**config.mk**
```make
export PLATFORM = sky130hd
export DESIGN_NAME = decoder4x16_strobe
export DESIGN_NICKNAME = d
export VERILOG_FILES = /design/src/rtl/decoder4x16_strobe.sv
export SDC_FILE = /design/constraint.sdc
export NUM_CORES = 1
export LEC_CHECK = 0
export ABC_AREA = 1
export BUFFER_PORTS_ARGS = -buffer_cell sky130_fd_sc_hd__buf_4
export CORE_MARGIN = 1.5
export CORE_UTILIZATION = 50
export DETAILED_ROUTE_END_ITERATION = 10
export PLACE_DENSITY = 0.71
export RECOVER_POWER = 100
export SETUP_SLACK_MARGIN = 0.05
export SYNTH_ARGS = -nofsm -noshare
export SYNTH_HDL_FRONTEND = slang
export SYNTH_SLANG_ARGS = --single-unit
```
**constraint.sdc**
```tcl
create_clock -name clk -period 2.94 [get_ports clk]
set_input_delay 0.147 -clock clk [delete_from_list [all_inputs] [get_ports clk]]
set_output_delay 0.147 -clock clk [all_outputs]
set_load 0.05 [all_outputs]
```
**src/rtl/decoder4x16_strobe.sv**
```systemverilog
// 4-to-16 one-hot strobe generator: a accepted code drives a one-hot pulse of
// PULSE_LEN cycles, followed by GAP_LEN idle-but-busy cycles and a done flag.
module decoder4x16_strobe #(
   parameter int PULSE_LEN = 4,
   parameter int GAP_LEN   = 1
) (
   input  logic        clk,
   input  logic        rst,
   input  logic        in_valid,
   input  logic [3:0]  code,
   output logic        in_ready,
   input  logic        abort,
   output logic [15:0] y,
   output logic        busy,
   output logic        done
);

   typedef enum logic [1:0] {
      IDLE  = 2'd0,
      PULSE = 2'd1,
      GAP   = 2'd2
   } state_t;

   // Counter reload values; the count runs down to zero so it never wraps.
   localparam logic [7:0] PULSE_LD = 8'(PULSE_LEN - 1);
   localparam logic [7:0] GAP_LD   = (GAP_LEN > 0) ? 8'(GAP_LEN - 1) : 8'd0;

   state_t     state;
   logic [7:0] cnt;
   logic [3:0] code_q;

   function automatic logic [15:0] onehot(input logic [3:0] idx);
      return 16'h0001 << idx;
   endfunction

   assign in_ready = (state == IDLE);

   always_ff @(posedge clk or posedge rst) begin
      if (rst) begin
         state  <= IDLE;
         cnt    <= 8'd0;
         code_q <= 4'd0;
         y      <= 16'h0000;
         busy   <= 1'b0;
         done   <= 1'b0;
      end else begin
         done <= 1'b0;
         case (state)
            IDLE: begin
               // abort has no meaning here, so a transfer proceeds regardless
               if (in_valid) begin
                  state  <= PULSE;
                  code_q <= code;
                  y      <= onehot(code);
                  busy   <= 1'b1;
                  cnt    <= PULSE_LD;
               end
            end
            PULSE: begin
               if (abort) begin
                  state <= IDLE;
                  y     <= 16'h0000;
                  busy  <= 1'b0;
                  cnt   <= 8'd0;
               end else if (cnt == 8'd0) begin
                  y <= 16'h0000;
                  if (GAP_LEN == 0) begin
                     state <= IDLE;
                     busy  <= 1'b0;
                     done  <= 1'b1;
                  end else begin
                     state <= GAP;
                     cnt   <= GAP_LD;
                  end
               end else begin
                  cnt <= cnt - 8'd1;
                  y   <= onehot(code_q);
               end
            end
            GAP: begin
               if (abort) begin
                  state <= IDLE;
                  busy  <= 1'b0;
                  cnt   <= 8'd0;
               end else if (cnt == 8'd0) begin
                  state <= IDLE;
                  busy  <= 1'b0;
                  done  <= 1'b1;
               end else begin
                  cnt <= cnt - 8'd1;
               end
               y <= 16'h0000;
            end
            default: begin
               state <= IDLE;
               y     <= 16'h0000;
               busy  <= 1'b0;
               cnt   <= 8'd0;
            end
         endcase
      end
   end

endmodule

```
# [After elaboration in Yosys (flattened, before gate mapping)]
# Cells that the tools add are included.
[word_totals] ff_bits=32
[op_classes] n_addsub=1 eq_ne=7 n_shift=2 mux=24 n_reduce_logical=6
[op_table] operator="$mux 16" n=3
[op_table] operator="$mux 8" n=5
[op_table] operator="$pmux 16 s2" n=1
[op_table] operator="$shl 1x4->16 const A" n=2
[op_table] operator="$pmux 8 s3" n=1
[op_table] operator="$mux 2" n=5
[op_table] operator="$ne 3x3->1 const B" n=3
[op_table] operator="$logic_not 8->1" n=1
[op_table] operator="$sub 8x1->8 const B" n=1
[op_table] operator="$mux 1" n=7
[op_table] operator="$pmux 2 s3" n=1
[op_table] operator="$reduce_and 3->1" n=2
[op_table] operator="$ne 2x2->1 const B" n=2
[op_table] operator="$reduce_and 2->1" n=2
[op_table] operator="$pmux 1 s3" n=1
[op_table] operator="$eq 2x1->1 const B" n=1
[op_table] operator="$eq 2x2->1 const B" n=1
[op_table] operator="$logic_not 2->1" n=1

# [Longest topological paths before layout]
# Gate-level depths: netlist (run 1).
[logic_depth] depth_word=4 mapped_depth=10 mapped_depth_nobuf=10

# [Worst setup path before layout (run 1)]
# OpenSTA, ideal clock, no wires.
[synth_timing] kind="flip-flop to flip-flop" startpoint="reg state[1]" endpoint="reg cnt[0]" setup_ps=116 t_arrival_ps=1411 required_ps=2824 setup_slack_ps=1412 stages_incl_launch_ff=9 n_path_buf=0 path_cell_list="dfrtp_1 -> nor2_4 -> inv_2 -> nor2_8 -> inv_2 -> nand2_1 -> inv_1 -> nand2_1 -> nand2_1"
[synth_between] elab_chain_cells=3
[synth_rtl] element="from (decl)" line="28" source="state_t state;"
[synth_rtl] element="from (signal assigned)" line="40" source="state <= IDLE;"
[synth_rtl] element="from (signal assigned)" line="52" source="state <= PULSE;"
[synth_rtl] element="from (signal assigned)" line="61" source="state <= IDLE;"
[synth_rtl] element="$logic_not 2->1 (*)"
[synth_rtl] element="net in_ready" line="11" source="output logic in_ready,"
[synth_rtl] element="$ne 2x2->1 (no line)"
[synth_rtl] element="$reduce_and 2->1 (no line)"
[synth_rtl] element="to (signal assigned)" line="76" source="cnt <= cnt - 8'd1;"
[synth_rtl] element="to (signal assigned)" line="90" source="cnt <= cnt - 8'd1;"
[synth_rtl] element="to (decl)" line="29" source="logic [7:0] cnt;"
# The timed path passes the listed nets; every way through them passes the cells marked *.
# A chain may end at the register's enable or synchronous reset.

# [Worst setup path in the final report (run 1)]
[layout_timing] startpoint="reg state[0]" endpoint="reg cnt[3]"
[layout_between] elab_chain_cells=3
[layout_rtl] element="$eq 2x2->1 or $logic_not 2->1 (tied branches)" line="48" source="case (state)"
[layout_rtl] element="$ne 3x3->1 (no line) or $ne 2x2->1 (tied branches)"
[layout_rtl] element="$reduce_and 2->1 (no line)"
# Several ways; a longest one is shown, not always the timed one.

==> out/metrics.yaml, run 1 <==
cells_and_area:
  fin_util: 0.588
  n_antenna_cell: 0
  fill_cells: 362
  seqCellArea_sq_um: 801
  nets: 280
  layout-drive-gt1-share: 0.0741
  area_growth_pct: 10.4
  multi_input_area_sq_um: 831
power:
  total_leakage_power_nw: 1.05
  vdd_drop_max_v: 0.000461
  p_clk_frac: 0.138
  seq_power_share: 0.359
  powerDensity_nw_per_um2: 1010
  intPower_uw: 968
  switching_share: 0.523
  switchingPower_mw: 1.06
  comb_power_share: 0.503
clocking:
  cts-root-buf: "clkbuf_4"
  cts_tree: "done"
  clkTransAtPathRegs_ps: 100
  cts_sinks: 32
  numCtsBuffers: 5
  cts.htree.levels: 2
  cts_setup_buffers: 0
  clk_path_buf_depth: 2
  clock_latency_ps: 330
timing:
  fmax_mhz: 462
  setup_tns_ps: 0
  layout_min_cycle_time_ps: 2170
  skew_ps: 10.8
  rsz0062_at_grt: "no"
  hold_violations: 0
  slew_violations: 33
  worstMarginPinSlew_ps: 1690
  setup_viol: 0
  fin_crit_sh: 0.737
  maxSlewHeadroom: -0.123
global_route:
  antenna_found_initial: 0
  grt_pass1_wl_mm: 7.16
  gr-usage-all-layers: 0.228
  first_global_vias: 1522
  grt_max_degree: 33
  grt_overflow_total: 0
placed_design:
  io_buffers: 26
  dp_hpwl_mm: 2.91
  gp_congestion: 0.823
die:
  ios: 27
  rows: 21
  initial_utilization: 0.533
  dieHeight_microns: 63.3
  die_area_sq_um: 4010
  die_width_microns: 63.3
  core-area_sq_um: 3420
yosys:
  netlist_area_sq_um: 1820
  synth_enable_flop_cells: 0
  synth.most_common_cell: "nand2_1"
  synth_cell_types: 22
  netlist.area_leader.share: 0.440
  synthArstFlopShare: 1.00
  yosysTopAreaCell: "dfrtp_1"
  ys_seq_area_frac: 0.440
  avgSynthCellArea_sq_um: 7.46
  synthTopCellsByArea: "dfrtp_1, nand2_1, nand4_1"
  syn_inst: 244
  synthTopCellsByCount: "nand2_1, dfrtp_1, inv_1"
  synth_fp_nets: 254
  yosys_warnings: 0
  synth_flop_cell: "dfrtp_1"
  synth_seq_cells: 32
worst_setup_path:
  crit_end: "cnt[3]"
  cp.required_ps: 3140
  reg2reg_slack_ps: 770
  critPathLaunch: "state[0]"
  critPathArrivalTime_ps: 2360
  reg2reg_to: "cnt[3]"
  worstRegToRegCells: 7
  r2r-start: "state[0]"
  crit_type: "flip-flop to flip-flop"
  worstPathMaxFanout: 27
  startpoint_type: "flip-flop"
  cp-end-kind: "flip-flop"
routing:
  detail-route-antenna-nets: 0
  top_layer: "met4"
  vias_per_cell: 5.25
  drt_first_iter_violations: 110
  route.vias.total: 1658
  drc_errors: 0
  met3_length_microns: 245
  routed-wl-met2_mm: 1.73
  wl_per_cell_microns: 12.8
  wl_met1_mm: 2.02
  routed_wl_mm: 4.03
  drtPass1Iterations: 4
job:
  max-cap-violations: 1
min_path:
  worstHoldPathType: "primary input to flip-flop"
outcome:
  status: "complete, but fails checks"
  violations: "max-capacitance violations, max-slew violations"
[flip-flops by register name, summed over array words and instances, names as in the netlist]
name	flops
y	16
cnt	8
code_q	4
state	2
busy	1
done	1
[layer usage]
metal,up-vias,GRT usage
met3,4,0.0571
met1,736,0.338
met2,66,0.336
met5,-,0
li1,852,-
met4,0,0.0571
[power by group through the flow]
stage	clock (mW)	sequential (mW)	combinational, mW
final	0.281	0.728	1.02
after global routing	0.309	0.748	1.17
after CTS	0.283	0.727	1.08
after detailed placement	0	0.735	1.08
after global placement	0	0.732	1.07
after floorplan	0	0.796	0.780
[cells by family after synthesis]
logic type	after synthesis	share of synthesized area
XOR/XNOR	1	0.00482
adder cells (fa/ha/maj)	2	0.0138
buffers and inverters	40	0.0963
flip-flops	32	0.440
AO/OA/AOI/OAI	23	0.0818
AND/OR/NAND/NOR	146	0.363
[what timing repair did]
item / 4_1_cts / 5_1_grt
hold endpoints to repair: 32 / 0
hold buffers: 1 / 0
gates resized for setup: 0 / 0
[worst max-delay path: stages (launching register included)]
cell	delay, ps
dfrtp_1	390
nor2_1	100
inv_1	190
nor2_8	100
inv_1	550
nand2_1	250
nor2_1	360
nor2_1	100
[cell type report]
class | instances | share of cell area
Timing Repair Buffer | 28 | 0.0685
Multi-Input combinational cell | 172 | 0.414
Sequential cell | 32 | 0.399
Tap cell | 46 | 0.0287
Clock buffer | 7 | 0.0324
Inverter | 31 | 0.0579
[stage by stage]
| stage | power [mW] | area (sq um) | hold slack, ps | cells | worst slack (ps) |
|---|---|---|---|---|---|
| 6_report | 2.03 | 2010 | 145 | 316 | 774 |
| 2_1_floorplan | 1.58 | 1820 | 263 | 244 | 1410 |
| 3_3_place_gp | 1.80 | 2020 | 257 | 308 | 1210 |
| 4_1_cts | 2.09 | 2100 | 141 | 316 | 1110 |
| 3_5_place_dp | 1.81 | 2020 | 267 | 308 | 1120 |
| 5_1_grt | 2.22 | 2010 | 138 | 316 | 514 |
[worst min-delay path by stage]
| stage | startpoint | endpoint | slack, ps | cells after the start |
|---|---|---|---|---|
| 2_1_floorplan | rst | busy | 260 | 1 |
| 5_1_grt | in_valid | y[14] | 140 | 4 |
| 3_5_place_dp | rst | done | 270 | 3 |
| 3_3_place_gp | rst | done | 260 | 3 |
| 4_1_cts | abort | state[1] | 140 | 4 |
| 6_report | abort | state[1] | 140 | 4 |
[placed cells by master (no fill, tap or decap), drive strengths merged, types with 2 or more instances in the layout]
master | netlist | routed
buf | 5 | 6
clkbuf | 4 | 28
dfrtp | 32 | 32
ha | 2 | 2
inv | 30 | 30
nand2 | 88 | 88
nand3 | 15 | 15
nand4 | 22 | 22
nor2 | 19 | 19
nor3 | 2 | 2
o21ai | 6 | 6
o22ai | 16 | 16
No activity file was read; power rests on OpenSTA's default activity.
==> run 2: changes to the inputs <==
- clock period: 2.94 -> 2.21 ns (I/O delays scaled with it)
==> out/metrics.yaml, run 2 (synthesized netlist as in run 1, its figures left out) <==
routing:
  drc_errors: 0
  detail-route-antenna-nets: 0
  drt_first_iter_violations: 82
  route.vias.total: 1632
  vias_per_cell: 5.15
  wl_per_cell_microns: 12.5
  drtPass1Iterations: 4
  routed_wl_mm: 3.97
clocking:
  cts_resized: 0
  clkTransAtPathRegs_ps: 100
  numCtsBuffers: 5
  cts_sinks: 32
  cts.htree.levels: 2
  clk_path_buf_depth: 2
  cts_tree: "done"
  cts_setup_buffers: 0
  clock_latency_ps: 340
  cts-root-buf: "clkbuf_4"
die:
  dieHeight_microns: 63.3
  initial_utilization: 0.533
  rows: 21
  die_width_microns: 63.3
  core-area_sq_um: 3420
  die_area_sq_um: 4010
  ios: 27
worst_setup_path:
  cp-end-kind: "flip-flop"
  crit_type: "flip-flop to flip-flop"
  startpoint_type: "flip-flop"
  cp.buffers_inverters: 1
  worstPathMaxFanout: 18
  crit_slowest_cell: "o21ai_2"
  critPathArrivalTime_ps: 2130
  max_stage_delay_ps: 590
  crit_path_cell_trace: "inv_1, ha_1, nand2_1, o21ai_2, nand2_2, nor2_2, nor2_1"
  cp.required_ps: 2440
  cp_top_family: "compound AO/OA/AOI/OAI gates"
placed_design:
  gp_congestion: 0.904
  dp_hpwl_mm: 2.86
  io_buffers: 26
timing:
  skew_ps: 12.2
  fmax_mhz: 525
  hold_violations: 0
  slew_violations: 0
  maxSlewHeadroom: 0.478
  setup_viol: 0
  layout_min_cycle_time_ps: 1910
  fin_crit_sh: 0.862
  setup_tns_ps: 0
  rsz0062_at_grt: "no"
  worstMarginPinSlew_ps: 783
power:
  total_leakage_power_nw: 1.04
  vdd_drop_max_v: 0.000544
  powerDensity_nw_per_um2: 1330
min_path:
  worstHoldPathType: "primary input to flip-flop"
job:
  max-cap-violations: 0
cells_and_area:
  top_regs: "y: 16 flops, cnt: 8 flops, code_q: 4 flops"
  fin_util: 0.585
  regMostFlops: "y"
  largest_register_ff_count: 16
  layout-drive-gt1-share: 0.0849
  layout_common_cells: "nand2_1, dfrtp_1, inv_1"
  n_antenna_cell: 0
  layout_commonest_cell: "nand2_1"
  nets: 280
  area_growth_pct: 9.84
outcome:
  status: "completed"
global_route:
  gr-usage-all-layers: 0.228
  grt_pass1_wl_mm: 7.10
  grt_max_degree: 33
  first_global_vias: 1561
  antenna_found_initial: 0
  grt_overflow_total: 0
-- run 2: final timing paths --
| path | startpoint | end | slack [ps] | cells past startpoint |
|---|---|---|---|---|
| max | cnt[0] | cnt[5] | 300 | 7 |
| min | code[3] | code_q[3] | 70 | 3 |
| max reg2reg | cnt[0] | cnt[5] | 300 | 7 |
| min reg2reg | y[13] | y[13] | 490 | 2 |
| max in group asynchronous | rst | code_q[0] | 1130 | 4 |
| min in group asynchronous | rst | cnt[6] | 560 | 4 |
-- run 2: worst min-delay path, stage by stage --
cell	delay, ps
buf_4	120
inv_1	60
o21ai_0	80
-- run 2: power breakdown --
group | total [mW] | switching, mW | internal (mW)
Clock | 0.353 | 0.196 | 0.157
Combinational | 1.33 | 0.981 | 0.350
Sequential | 0.967 | 0.209 | 0.759
-- run 2: area by class of cell --
class	instances	area, sq um
fillers	359	1420
flip-flops and latches	32	801
repair buffers	28	139
clock buffers	8	58.8
well taps	46	57.6
multi-input cells	172	826
inverters	31	116
-- run 2: repair_timing --
action                     in CTS  in global routing
hold buffers                    1                  0
hold endpoints to repair       32                  0
setup endpoints to repair       0                  0
-- run 2: routing by layer --
layer / part of all wire / vias up / track usage
met5: 0 / - / 0
met4: 0.014 / 0 / 0.0679
met3: 0.048 / 6 / 0.0643
met2: 0.44 / 42 / 0.342
met1: 0.50 / 729 / 0.322
li1: - / 855 / -
-- run 2: through the flow --
stage,cells,hold slack [ps],instance area (sq um),power (mW),worst slack (ps)
2_1_floorplan,244,227,1820,2.10,682
3_3_place_gp,308,223,2020,2.38,493
3_5_place_dp,308,230,2020,2.41,392
4_1_cts,317,63.4,2090,2.77,366
5_1_grt,317,67.1,2000,2.90,89.8
6_report,317,74.4,2000,2.65,305
==> run 3: changes to the inputs <==
==> constraint.sdc (replaced) <==
create_clock -name clk -period 2.21 [get_ports clk]
set_input_delay 0.3315 -clock clk [delete_from_list [all_inputs] [get_ports clk]]
set_output_delay 0.3315 -clock clk [all_outputs]
set_load 0.05 [all_outputs]
==> out/metrics.yaml, run 3 (synthesized netlist as in run 1, its figures left out) <==
clocking:
  numCtsBuffers: 5
  cts-root-buf: "clkbuf_4"
  clkTransAtPathRegs_ps: 100
  cts_setup_buffers: 0
  cts_tree: "done"
  cts_resized: 0
  clk_path_buf_depth: 2
  clock_latency_ps: 340
  postCtsHoldBufs: 0
  cts_sinks: 32
  cts.htree.levels: 2
timing:
  holdWs_ps: 304
  rsz0062_at_grt: "no"
  fmax_mhz: 523
  setup_tns_ps: 0
  worstMarginPinSlew_ps: 1690
  slew_violations: 33
  setup_viol: 0
  fin_crit_sh: 0.865
  hold_violations: 0
  layout_min_cycle_time_ps: 1910
  skew_ps: 12.7
  maxSlewHeadroom: -0.124
cells_and_area:
  fin_util: 0.582
  largest_register_ff_count: 16
  seqCellArea_sq_um: 801
  n_antenna_cell: 0
  multi_input_area_sq_um: 826
  nets: 279
  area_growth_pct: 9.22
  layout_commonest_cell: "nand2_1"
  top_regs: "y: 16 flops, cnt: 8 flops, code_q: 4 flops"
  layout-drive-gt1-share: 0.0815
  fill_cells: 361
  layout_common_cells: "nand2_1, dfrtp_1, inv_1"
  regMostFlops: "y"
routing:
  routed_wl_mm: 3.95
  wl_per_cell_microns: 12.5
  route.vias.total: 1636
  vias_per_cell: 5.18
  detail-route-antenna-nets: 0
  drtPass1Iterations: 4
  drt_first_iter_violations: 70
  drc_errors: 0
worst_setup_path:
  worstPathMaxFanout: 18
  cp-end-kind: "flip-flop"
  startpoint_type: "flip-flop"
  crit_type: "flip-flop to flip-flop"
  critPathArrivalTime_ps: 2140
  cp.required_ps: 2430
min_path:
  worstHoldPathType: "primary input to flip-flop"
die:
  ios: 27
  die_width_microns: 63.3
  dieHeight_microns: 63.3
  initial_utilization: 0.533
  core-area_sq_um: 3420
  rows: 21
  die_area_sq_um: 4010
power:
  seq_power_share: 0.365
  comb_power_share: 0.502
  total_leakage_power_nw: 1.04
  p_clk_frac: 0.133
  powerDensity_nw_per_um2: 1330
  intPower_mw: 1.26
  vdd_drop_max_v: 0.000543
  switchingPower_mw: 1.38
  switching_share: 0.522
global_route:
  first_global_vias: 1559
  grt_pass1_wl_mm: 7.06
  grt_max_degree: 33
  gr-usage-all-layers: 0.227
  grt_overflow_total: 0
  antenna_found_initial: 0
outcome:
  violations: "max-capacitance violations, max-slew violations"
  status: "complete, but fails checks"
placed_design:
  dp_hpwl_mm: 2.86
  io_buffers: 26
  gp_congestion: 0.904
job:
  max-cap-violations: 1
[run 3: cell count changes in the layout (fill, tap and decap cells not counted)]
cell | before | now
clkbuf_1 | 21 | 22
clkbuf_2 | 1 | 0
dlygate4sd3_1 | 1 | 0
[run 3: stage by stage]
step                      cells  power (mW)  area [sq um]  setup WS [ps]
after global placement      308        2.38          2020            493
after global routing        316        2.90          1990           89.8
after CTS                   316        2.76          2080            366
final                       316        2.65          1990            298
after detailed placement    308        2.41          2020            392
after floorplan             244        2.10          1820            682
[run 3: power groups by stage]
stage,registers (mW),clock network (mW),logic [mW]
global placement,0.977,0,1.40
global route,0.992,0.396,1.51
finish,0.965,0.352,1.33
CTS,0.969,0.365,1.43
floorplan,1.06,0,1.04
detailed placement,0.977,0,1.43
[run 3: area by class of cell]
type	count	share of cell area
tap	46	0.0290
inverter	31	0.0586
timing repair buffer	27	0.0642
clock buffer	8	0.0296
sequential	32	0.403
multi-input combinational	172	0.416
[run 3: worst max-delay path, cell delays in order, from the launching register on]
cell     delay [ps]
dfrtp_1         410
inv_1           100
ha_1            160
nand2_1          80
o21ai_2         590
nand2_2         150
nor2_2          230
nor2_1           80
[run 3: worst paths after layout]
check / from / end / slack (ps) / cells after the start
min reg2reg: y[13] / y[13] / 490 / 2
max: cnt[0] / cnt[5] / 300 / 7
min in group asynchronous: rst / done / 580 / 3
max reg2reg: cnt[0] / cnt[5] / 300 / 7
min: code[3] / code_q[3] / 300 / 3
max in group asynchronous: rst / code_q[0] / 640 / 3
[run 3: metal layers]
| metal | up-vias | track usage | share of wire |
|---|---|---|---|
| met5 | - | 0 | 0 |
| met4 | 0 | 0.0707 | 0.015 |
| met3 | 8 | 0.0643 | 0.051 |
| met2 | 52 | 0.339 | 0.43 |
| met1 | 722 | 0.319 | 0.50 |
| li1 | 854 | - | - |
